[src/rtl/neogeo_mem_pkg.sv]
// Shared memory-map constants and SDRAM arbiter state encoding.
// Latency: n/a (declarations only).
// Backpressure: n/a.
package neogeo_mem_pkg;

    localparam int SDRAM_AW = 25;

    localparam logic [SDRAM_AW-1:0] NEOGEO_BASE_PROM = 25'h0000000;
    localparam logic [SDRAM_AW-1:0] NEOGEO_BASE_WRAM = 25'h0200000;
    localparam logic [SDRAM_AW-1:0] NEOGEO_BASE_SROM = 25'h0210000;
    localparam logic [SDRAM_AW-1:0] NEOGEO_BASE_Z80  = 25'h0300000;

    typedef enum logic [2:0] {
        IDLE,
        RFSH,
        ACC68,
        HOLD68,
        ACCZ80
    } arb_state_t;

endpackage

[src/rtl/sdram_refresh_timer.sv]
// Free-running refresh interval timer with a sticky pending flag.
// Latency: pending rises INTERVAL cycles after reset or the previous expiry.
// Backpressure: expiries while pending is already set are dropped.
module sdram_refresh_timer #(
    parameter int INTERVAL = 384
) (
    input  logic CLK,
    input  logic RESET,
    input  logic clear,
    output logic pending
);

    localparam int CW = $clog2(INTERVAL + 1);

    logic [CW-1:0] cnt;

    // The reload happens on the step that would land on zero, so the
    // period is exactly INTERVAL cycles; a new expiry beats a same-cycle clear.
    always_ff @(posedge CLK or posedge RESET) begin
        if (RESET) begin
            cnt     <= CW'(INTERVAL);
            pending <= 1'b0;
        end else if (cnt == CW'(1)) begin
            cnt     <= CW'(INTERVAL);
            pending <= 1'b1;
        end else begin
            cnt <= cnt - CW'(1);
            if (clear) begin
                pending <= 1'b0;
            end
        end
    end

endmodule

[src/rtl/sdram_bus_arbiter.sv]
// Shares the SDRAM port between 68K zones, Z80 ROM fetches and refresh.
// Latency: SDRAM_REQ one cycle after grant; READY / Z80_ACK one cycle after SDRAM_ACK.
// Backpressure: REQ held until SDRAM_ACK or TIMEOUT; 68K stalls on SDRAM_READY, Z80 on Z80_ACK.
module sdram_bus_arbiter
    import neogeo_mem_pkg::*;
#(
    parameter int                  REFRESH_INTERVAL = 384,
    parameter int                  TIMEOUT          = 31,
    parameter int                  Z80_MAX_SKIP     = 4,
    parameter logic [SDRAM_AW-1:0] BASE_PROM        = NEOGEO_BASE_PROM,
    parameter logic [SDRAM_AW-1:0] BASE_WRAM        = NEOGEO_BASE_WRAM,
    parameter logic [SDRAM_AW-1:0] BASE_SROM        = NEOGEO_BASE_SROM,
    parameter logic [SDRAM_AW-1:0] BASE_Z80         = NEOGEO_BASE_Z80
) (
    input  logic                CLK,
    input  logic                RESET,
    input  logic                nAS,
    input  logic                M68K_RW,
    input  logic                nUDS,
    input  logic                nLDS,
    input  logic [22:0]         M68K_ADDR,
    input  logic [15:0]         M68K_DIN,
    input  logic                nROM_ZONE,
    input  logic                nWRAM_ZONE,
    input  logic                nSROM_ZONE,
    output logic [15:0]         M68K_DOUT,
    output logic                SDRAM_READY,
    input  logic                Z80_REQ,
    input  logic [19:0]         Z80_ADDR,
    output logic [7:0]          Z80_DOUT,
    output logic                Z80_ACK,
    output logic                SDRAM_REQ,
    output logic                SDRAM_WE,
    output logic                SDRAM_RFSH,
    output logic [SDRAM_AW-1:0] SDRAM_ADDR,
    output logic [1:0]          SDRAM_BE,
    output logic [15:0]         SDRAM_WDATA,
    input  logic [15:0]         SDRAM_RDATA,
    input  logic                SDRAM_ACK
);

    localparam int TW = $clog2(TIMEOUT + 1);
    localparam int SW = $clog2(Z80_MAX_SKIP + 1);
    localparam logic [TW-1:0] TO_LOAD  = TW'(TIMEOUT);
    localparam logic [SW-1:0] SKIP_MAX = SW'(Z80_MAX_SKIP);

    arb_state_t          state, state_nxt;
    logic                served, aborted, abort_nxt;
    logic [SW-1:0]       skip;
    logic [TW-1:0]       to_cnt, to_nxt;
    logic                rfsh_pend, rfsh_clear;
    logic                req68, z80_pend, z80_forced, to_expire;
    logic                grant_68, grant_z80;
    logic [SDRAM_AW-1:0] addr68, addr_z80;

    logic                req_nxt, we_nxt, rfsh_nxt, ready_nxt, zack_nxt;
    logic [SDRAM_AW-1:0] addr_nxt;
    logic [1:0]          be_nxt;
    logic [15:0]         wdata_nxt, dout68_nxt;
    logic [7:0]          doutz_nxt;

    wire unused_addr_bits = &{1'b1, M68K_ADDR[22:20]};

    sdram_refresh_timer #(
        .INTERVAL (REFRESH_INTERVAL)
    ) u_rfsh_timer (
        .CLK     (CLK),
        .RESET   (RESET),
        .clear   (rfsh_clear),
        .pending (rfsh_pend)
    );

    // Z80_REQ stays high through the ACK cycle; masking it avoids a re-grant.
    assign req68      = ~nAS & ~(nROM_ZONE & nWRAM_ZONE & nSROM_ZONE) & ~served;
    assign z80_pend   = Z80_REQ & ~Z80_ACK;
    assign z80_forced = z80_pend && (skip == SKIP_MAX);
    assign to_expire  = (to_cnt == TW'(1));
    assign addr_z80   = BASE_Z80 + {5'b0, Z80_ADDR};

    always_comb begin
        if (!nROM_ZONE) begin
            addr68 = BASE_PROM + {4'b0, M68K_ADDR[19:0], 1'b0};
        end else if (!nWRAM_ZONE) begin
            addr68 = BASE_WRAM + {9'b0, M68K_ADDR[14:0], 1'b0};
        end else begin
            addr68 = BASE_SROM + {8'b0, M68K_ADDR[15:0], 1'b0};
        end
    end

    always_comb begin
        state_nxt  = state;
        req_nxt    = SDRAM_REQ;
        we_nxt     = SDRAM_WE;
        rfsh_nxt   = SDRAM_RFSH;
        addr_nxt   = SDRAM_ADDR;
        be_nxt     = SDRAM_BE;
        wdata_nxt  = SDRAM_WDATA;
        dout68_nxt = M68K_DOUT;
        doutz_nxt  = Z80_DOUT;
        ready_nxt  = 1'b0;
        zack_nxt   = 1'b0;
        to_nxt     = to_cnt;
        abort_nxt  = aborted;
        grant_68   = 1'b0;
        grant_z80  = 1'b0;
        rfsh_clear = 1'b0;

        case (state)
            IDLE: begin
                abort_nxt = 1'b0;
                to_nxt    = TO_LOAD;
                if (rfsh_pend) begin
                    state_nxt = RFSH;
                    req_nxt   = 1'b1;
                    rfsh_nxt  = 1'b1;
                    we_nxt    = 1'b0;
                    addr_nxt  = '0;
                    be_nxt    = 2'b00;
                end else if (z80_forced || (z80_pend && !req68)) begin
                    grant_z80 = 1'b1;
                    state_nxt = ACCZ80;
                    req_nxt   = 1'b1;
                    we_nxt    = 1'b0;
                    addr_nxt  = addr_z80;
                    be_nxt    = Z80_ADDR[0] ? 2'b10 : 2'b01;
                end else if (req68) begin
                    grant_68  = 1'b1;
                    state_nxt = ACC68;
                    req_nxt   = 1'b1;
                    we_nxt    = ~M68K_RW;
                    addr_nxt  = addr68;
                    be_nxt    = ~{nUDS, nLDS};
                    wdata_nxt = M68K_DIN;
                end
            end
            RFSH: begin
                if (SDRAM_ACK || to_expire) begin
                    state_nxt  = IDLE;
                    req_nxt    = 1'b0;
                    rfsh_nxt   = 1'b0;
                    rfsh_clear = 1'b1;
                end else begin
                    to_nxt = to_cnt - TW'(1);
                end
            end
            ACC68: begin
                if (SDRAM_ACK || to_expire) begin
                    req_nxt = 1'b0;
                    we_nxt  = 1'b0;
                    // A strobe that went away mid-cycle gets no data and no READY.
                    if (aborted || nAS) begin
                        state_nxt = IDLE;
                    end else begin
                        state_nxt  = HOLD68;
                        ready_nxt  = 1'b1;
                        dout68_nxt = SDRAM_ACK ? SDRAM_RDATA : 16'hFFFF;
                    end
                end else begin
                    to_nxt = to_cnt - TW'(1);
                    if (nAS) begin
                        abort_nxt = 1'b1;
                    end
                end
            end
            HOLD68: begin
                if (nAS) begin
                    state_nxt = IDLE;
                end else begin
                    ready_nxt = 1'b1;
                end
            end
            ACCZ80: begin
                if (SDRAM_ACK || to_expire) begin
                    state_nxt = IDLE;
                    req_nxt   = 1'b0;
                    zack_nxt  = 1'b1;
                    if (SDRAM_ACK) begin
                        doutz_nxt = SDRAM_BE[1] ? SDRAM_RDATA[15:8] : SDRAM_RDATA[7:0];
                    end else begin
                        doutz_nxt = 8'hFF;
                    end
                end else begin
                    to_nxt = to_cnt - TW'(1);
                end
            end
            default: begin
                state_nxt = IDLE;
                req_nxt   = 1'b0;
                rfsh_nxt  = 1'b0;
            end
        endcase
    end

    always_ff @(posedge CLK or posedge RESET) begin
        if (RESET) begin
            state       <= IDLE;
            SDRAM_REQ   <= 1'b0;
            SDRAM_WE    <= 1'b0;
            SDRAM_RFSH  <= 1'b0;
            SDRAM_ADDR  <= '0;
            SDRAM_BE    <= 2'b00;
            SDRAM_WDATA <= '0;
            M68K_DOUT   <= '0;
            SDRAM_READY <= 1'b0;
            Z80_DOUT    <= '0;
            Z80_ACK     <= 1'b0;
            to_cnt      <= '0;
            aborted     <= 1'b0;
            served      <= 1'b0;
            skip        <= '0;
        end else begin
            state       <= state_nxt;
            SDRAM_REQ   <= req_nxt;
            SDRAM_WE    <= we_nxt;
            SDRAM_RFSH  <= rfsh_nxt;
            SDRAM_ADDR  <= addr_nxt;
            SDRAM_BE    <= be_nxt;
            SDRAM_WDATA <= wdata_nxt;
            M68K_DOUT   <= dout68_nxt;
            SDRAM_READY <= ready_nxt;
            Z80_DOUT    <= doutz_nxt;
            Z80_ACK     <= zack_nxt;
            to_cnt      <= to_nxt;
            aborted     <= abort_nxt;
            if (nAS) begin
                served <= 1'b0;
            end else if (grant_68) begin
                served <= 1'b1;
            end
            if (grant_z80) begin
                skip <= '0;
            end else if (grant_68 && z80_pend && skip != SKIP_MAX) begin
                skip <= skip + SW'(1);
            end
        end
    end

endmodule

[config.mk]
export PLATFORM = sky130hd
export DESIGN_NAME = sdram_bus_arbiter
export DESIGN_NICKNAME = d
export VERILOG_FILES = /design/src/rtl/neogeo_mem_pkg.sv /design/src/rtl/sdram_refresh_timer.sv /design/src/rtl/sdram_bus_arbiter.sv
export SDC_FILE = /design/constraint.sdc
export NUM_CORES = 1
export LEC_CHECK = 0
export ABC_AREA = 1
export ABC_CLOCK_PERIOD_IN_PS = 5300
export CAP_MARGIN = 25
export CORE_UTILIZATION = 26
export CTS_CLUSTER_DIAMETER = 200
export CTS_CLUSTER_SIZE = 14
export DETAILED_ROUTE_END_ITERATION = 7
export PLACE_DENSITY_LB_ADDON = 0.12
export SLEW_MARGIN = 0
export SYNTH_ARGS = -nofsm -noshare
export SYNTH_HDL_FRONTEND = slang
export SYNTH_SLANG_ARGS = --single-unit
[constraint.sdc]
create_clock -name CLK -period 5.3 [get_ports CLK]
set_input_delay 1.06 -clock CLK [delete_from_list [all_inputs] [get_ports CLK]]
set_output_delay 1.06 -clock CLK [all_outputs]
set_load 0.05 [all_outputs]
* Word level (Yosys, flattened, before mapping) *
Index checks and enable logic that the tools add are counted.

storage, ports and cells
  register bits after elaboration = 95
  input bits = 86

operators by class
  $add $sub $neg = 6
  equal/unequal tests = 18
  muxes and demuxes = 57
  bitwise logic cells = 16
  reductions and logical operators = 28

operators by type and width
  kind                      number
  $mux W25                  3
  $mux W23                  2
  $mux W1                   27
  $mux W3                   8
  $add A22 B16 Y23 const A  1
  $add A22 B17 Y23 const A  1
  $add A22 B20 Y23 const A  1
  $mux W16                  1
  $mux W8                   2
  $reduce_and A3 Y1         5
  $ne A2 B2 Y1 const B      6
  $pmux W3 S4               1
  $mux W2                   5
  $not A1 Y1                10
  $pmux W5 S2               1
  $reduce_bool A2 Y1        5
  $eq A9 B1 Y1 const B      1
  $mux W9                   1
  $sub A9 B1 Y9 const B     1
  $reduce_and A4 Y1         2
  $eq A3 B2 Y1 const B      2
  $eq A3 B3 Y1 const B      2
  $ne A2 B1 Y1 const B      3
  $pmux W1 S2               3
  other kinds (18)          31

* Logic depth before layout (Yosys ltp) *
  word-level depth = 15
  gate-level depth with buffers = 11
  depth with buffers taken out = 11

* Cells and area by module *
A second synthesis with hierarchy kept.

second synthesis, totals
  cells, all modules = 569
  area, all modules = 4665.7 um2

by module, submodules not included
  module               instances  cells each  area each (um2)  seq. area each (um2)
  sdram_bus_arbiter    1          499         4125.2           2052.0
  sdram_refresh_timer  1          70          540.5            252.7

* Least setup slack after synthesis *
No wires, ideal clock.

  kind = in2reg
  from = input nAS
  to = register SDRAM_BE[0]
  library setup time = 0.122 ns
  arrival time = 1.924 ns
  path slack = 3.255 ns
  stages on the path = 7
  buffers on the path = 1
  path through = nor2_1 -> nand3_2 -> nand2_2 -> buf_2 -> nand2_1 -> o211ai_2 -> nand2_1

between the ends
  longest elaborated chain between the ends = 8
  elaborated cells between the ends (all ways) = 10
  classes of those cells = mux (2); bitwise (3); reduce/logical (5)

RTL lines
  item                                                                   RTL line                  RTL
  from (decl)                                                            sdram_bus_arbiter.sv:17   input logic nAS,
  $not A1 Y1 (*)                                                         sdram_bus_arbiter.sv:74   assign req68 = ~nAS & ~(nROM_ZONE & nWRAM_ZONE & nSROM_ZONE) & ~served;
  $and A1 B1 Y1 (*) (2 in series)                                        sdram_bus_arbiter.sv:74
  $logic_not A1 Y1                                                       sdram_bus_arbiter.sv:119  end else if (z80_forced || (z80_pend && !req68)) begin
  $logic_and A1 B1 Y1                                                    sdram_bus_arbiter.sv:119
  $logic_or A1 B1 Y1                                                     sdram_bus_arbiter.sv:119
  $reduce_bool A3 Y1 (no source line) / $mux W2 (equally long branches)  --
  $reduce_and A2 Y1 (no source line) / $mux W2 (equally long branches)   --
  to (signal assigned)                                                   sdram_bus_arbiter.sv:217  SDRAM_BE <= be_nxt;
  to (decl)                                                              sdram_bus_arbiter.sv:36   output logic [1:0] SDRAM_BE,

Mark *: on every way between the ends. The rest lies on a longest branch, timed or not.
A chain may end at the register's enable or synchronous reset.

* Worst setup path in the final report *
  from = register SDRAM_BE[1]
  to = output SDRAM_BE[1]

No word-level cell between the ends.

==> results.py <==
metrics = {
    "run_status": {
        "status": "complete, no violations",
    },
    "power_and_ir_drop": {
        "power.density_mw_per_mm2": 643,
        "vdd_drop_max_mv": 0.247,
        "pwr-share-comb_pct": 56.7,
        "power_switching_share_pct": 49.4,
        "p_sw_uw": 2060,
        "pwr-share-seq_pct": 28.9,
        "leakage_uw": 0.00306,
        "internal_power_uw": 2110,
        "p_clk_share_pct": 14.5,
    },
    "sta": {
        "post-route-min-period_ps": 3030,
        "skew_ps": 5.80,
        "rsz0062_at_grt": "no",
        "fin_crit_sh_pct": 57.2,
        "max_freq_mhz": 330,
        "slew_violations": 0,
        "max_slew_margin_pct": 34.8,
        "setup_viol": 0,
        "setup_ws_ps": 2270,
        "hold_violations": 0,
        "setup_tns_ps": 0,
        "worst_pin_slew_ps": 976,
    },
    "global_routing": {
        "antenna_found_initial": 0,
        "grt_max_degree": 68,
        "grt_pass1_wl_um": 19300,
        "grt_usage_pct": 13.9,
        "grt_overflow": 0,
        "grt_pass1_vias": 3877,
    },
    "cells_and_area": {
        "syn_to_final_growth_pct": 42.4,
        "finalInstanceArea_mm2": 0.00648,
        "antenna_cells": 0,
        "num-fill-cells": 1784,
        "layout_common_cells": "151 x nand2_1, 151 x clkdlybuf4s50_1, 90 x dfrtp_1, 63 x inv_1, 62 x nor2_1",
        "multiInputGateArea_mm2": 0.00184,
        "nNetsFinal": 778,
        "drive_gt1_share_pct": 7.39,
        "seq_area_mm2": 0.00230,
    },
    "routing": {
        "wire_per_inst_um": 13.2,
        "drt_wl_total_um": 12000,
        "dr.pass1.iters": 4,
        "drc": 0,
        "viasPerCell": 4.31,
        "drtIter0Drc": 191,
        "drtAntennaViolNets": 0,
        "dr_total_vias": 3947,
    },
    "critical_path": {
        "arrival_ps": 1970,
        "critPathLaunchType": "flop",
        "critPathCaptureType": "output pin",
        "worstPathCellList": "clkdlybuf4s50_1",
        "cp.depth": 1,
        "worstPathRequired_ps": 4240,
        "reg2regPathDepth": 7,
        "path_max_fanout": 18,
        "critPathTopFamily": "buffers and inverters",
        "slowest_stage": "clkdlybuf4s50_1",
        "path_class": "reg -> out",
        "cp_num_buf_inv": 1,
        "cp_slowest_stage_delay_ps": 910,
    },
    "placement": {
        "hpwl_um": 8740,
        "placed_area_mm2": 0.00621,
        "detailedPlace.worstSlack_ps": 2170,
        "routabilityCongestion": 0.750,
        "port_buffers": 151,
    },
    "worst_hold_path": {
        "hold_class": "reg -> reg",
        "hold_depth": 2,
    },
    "cts": {
        "cts_tree": "built",
        "cts.htree.levels": 3,
        "clkTransAtPathRegs_ps": 60,
        "cts_root_buf": "clkbuf_16",
        "cts_buffers": 9,
        "clock-sinks": 92,
        "cts_resized": 0,
        "post_cts_buffers": 0,
        "cts_hold_buffers": 0,
        "clock_latency_ps": 340,
        "clockBufferDepth": 2,
    },
    "die": {
        "core-area_mm2": 0.0172,
        "pin_count": 158,
        "die_area_mm2": 0.0180,
        "die_height_um": 134,
        "rows": 48,
        "die_w_um": 134,
        "start_util_pct": 26.5,
    },
    "run": {
        "max_cap_viol_count": 0,
    },
    "synthesis": {
        "synth-seq-cells": 92,
        "synthArstFlopShare_pct": 100,
        "synth-edff-count": 0,
        "synth_top_cell_by_area": "dfrtp_1",
        "ys_seq_area_share_pct": 50.7,
        "synth_cells": 542,
        "synthFlopType": "dfrtp_1",
        "synth_top_cell_area_share_pct": 49.5,
        "yosysWarningCount": 0,
        "synth_area_per_cell_um2": 8.39,
        "synthTopCellsByArea": "dfrtp_1 50%, nand2_1 12%, inv_1 5.3%",
        "ys_types": 40,
        "netlist_area_mm2": 0.00455,
    },
}
-- worst reg2reg max path, stage by stage (launching register included) --
cell	delay (ps)
dfrtp_1	490
inv_1	130
nand2_1	80
nor2_1	260
nand2_1	650
nor2_1	260
nand2_1	80
nand3_1	60
-- layer usage --
metal | global-route usage, % | vias to the layer above | wire length, um
met5 | 0 | - | 0
met4 | 6.24 | 0 | 208
met3 | 3.55 | 12 | 764
met2 | 22.0 | 120 | 5390
met1 | 17.8 | 1809 | 5680
li1 | - | 2006 | -
-- through the flow --
step / cells / total power (uW) / util [%] / hold slack (ps)
2_1_floorplan: 544 / 2880 / - / 451
3_3_place_gp: 900 / 3570 / 36.1 / 458
3_5_place_dp: 900 / 3600 / 36.1 / 465
4_1_cts: 915 / 4230 / 37.7 / 484
5_1_grt: 915 / 4450 / 37.7 / 496
6_report: 915 / 4170 / 37.7 / 475
-- power groups by stage --
stage	Clock, uW	Combinational [uW]	Sequential (uW)
2_1_floorplan	0	860	2020
3_3_place_gp	0	2370	1200
3_5_place_dp	0	2390	1210
4_1_cts	631	2390	1200
5_1_grt	656	2550	1240
6_report	603	2360	1200
-- cells by family after synthesis --
group / synth area share (%)
other: 0.0824
AO/OA/AOI/OAI: 12.9
flip-flops: 50.7
buffers and inverters: 9.16
XOR/XNOR: 0.770
AND/OR/NAND/NOR: 24.8
adder cells (fa/ha/maj): 1.65
-- cells in the mapped netlist, drive strengths merged, types with 2 or more instances --
master / count
a211oi: 6
a21oi: 23
clkbuf: 3
nor3b: 2
buf: 20
inv: 67
xnor2: 2
ha: 6
dfrtp: 90
nor3: 12
dfstp: 2
nor2: 68
xor2: 2
nand2: 154
nand3: 23
o211ai: 18
o21ai: 38
-- final timing paths --
| check | from | end | slack (ps) |
|---|---|---|---|
| setup reg to reg | state[0] | SDRAM_BE[1] | 3220 |
| min in group asynchronous | RESET | SDRAM_WDATA[7] | 1040 |
| setup / recovery | SDRAM_BE[1] | SDRAM_BE[1] | 2270 |
| hold / removal | SDRAM_REQ | SDRAM_REQ | 480 |
| max in group asynchronous | RESET | M68K_DOUT[2] | 3020 |
| hold reg to reg | SDRAM_REQ | SDRAM_REQ | 480 |
-- cell type report --
cell class | instances | share of cell area (%)
Clock buffer | 13 | 4.02
Multi-Input combinational cell | 362 | 28.3
Sequential cell | 92 | 35.6
Timing Repair Buffer | 154 | 23.7
Clock inverter | 2 | 0.154
Tap cell | 225 | 4.35
Inverter | 67 | 3.90
-- registers in the layout, summed over array words and instances, names as in the netlist --
name                  flops
SDRAM_ADDR               22
M68K_DOUT                16
SDRAM_WDATA              16
u_rfsh_timer.cnt          9
Z80_DOUT                  8
to_cnt                    5
skip                      3
state                     3
SDRAM_BE                  2
SDRAM_READY               1
SDRAM_REQ                 1
SDRAM_RFSH                1
SDRAM_WE                  1
Z80_ACK                   1
aborted                   1
served                    1
u_rfsh_timer.pending      1
No activity file was read; power rests on OpenSTA's default activity.
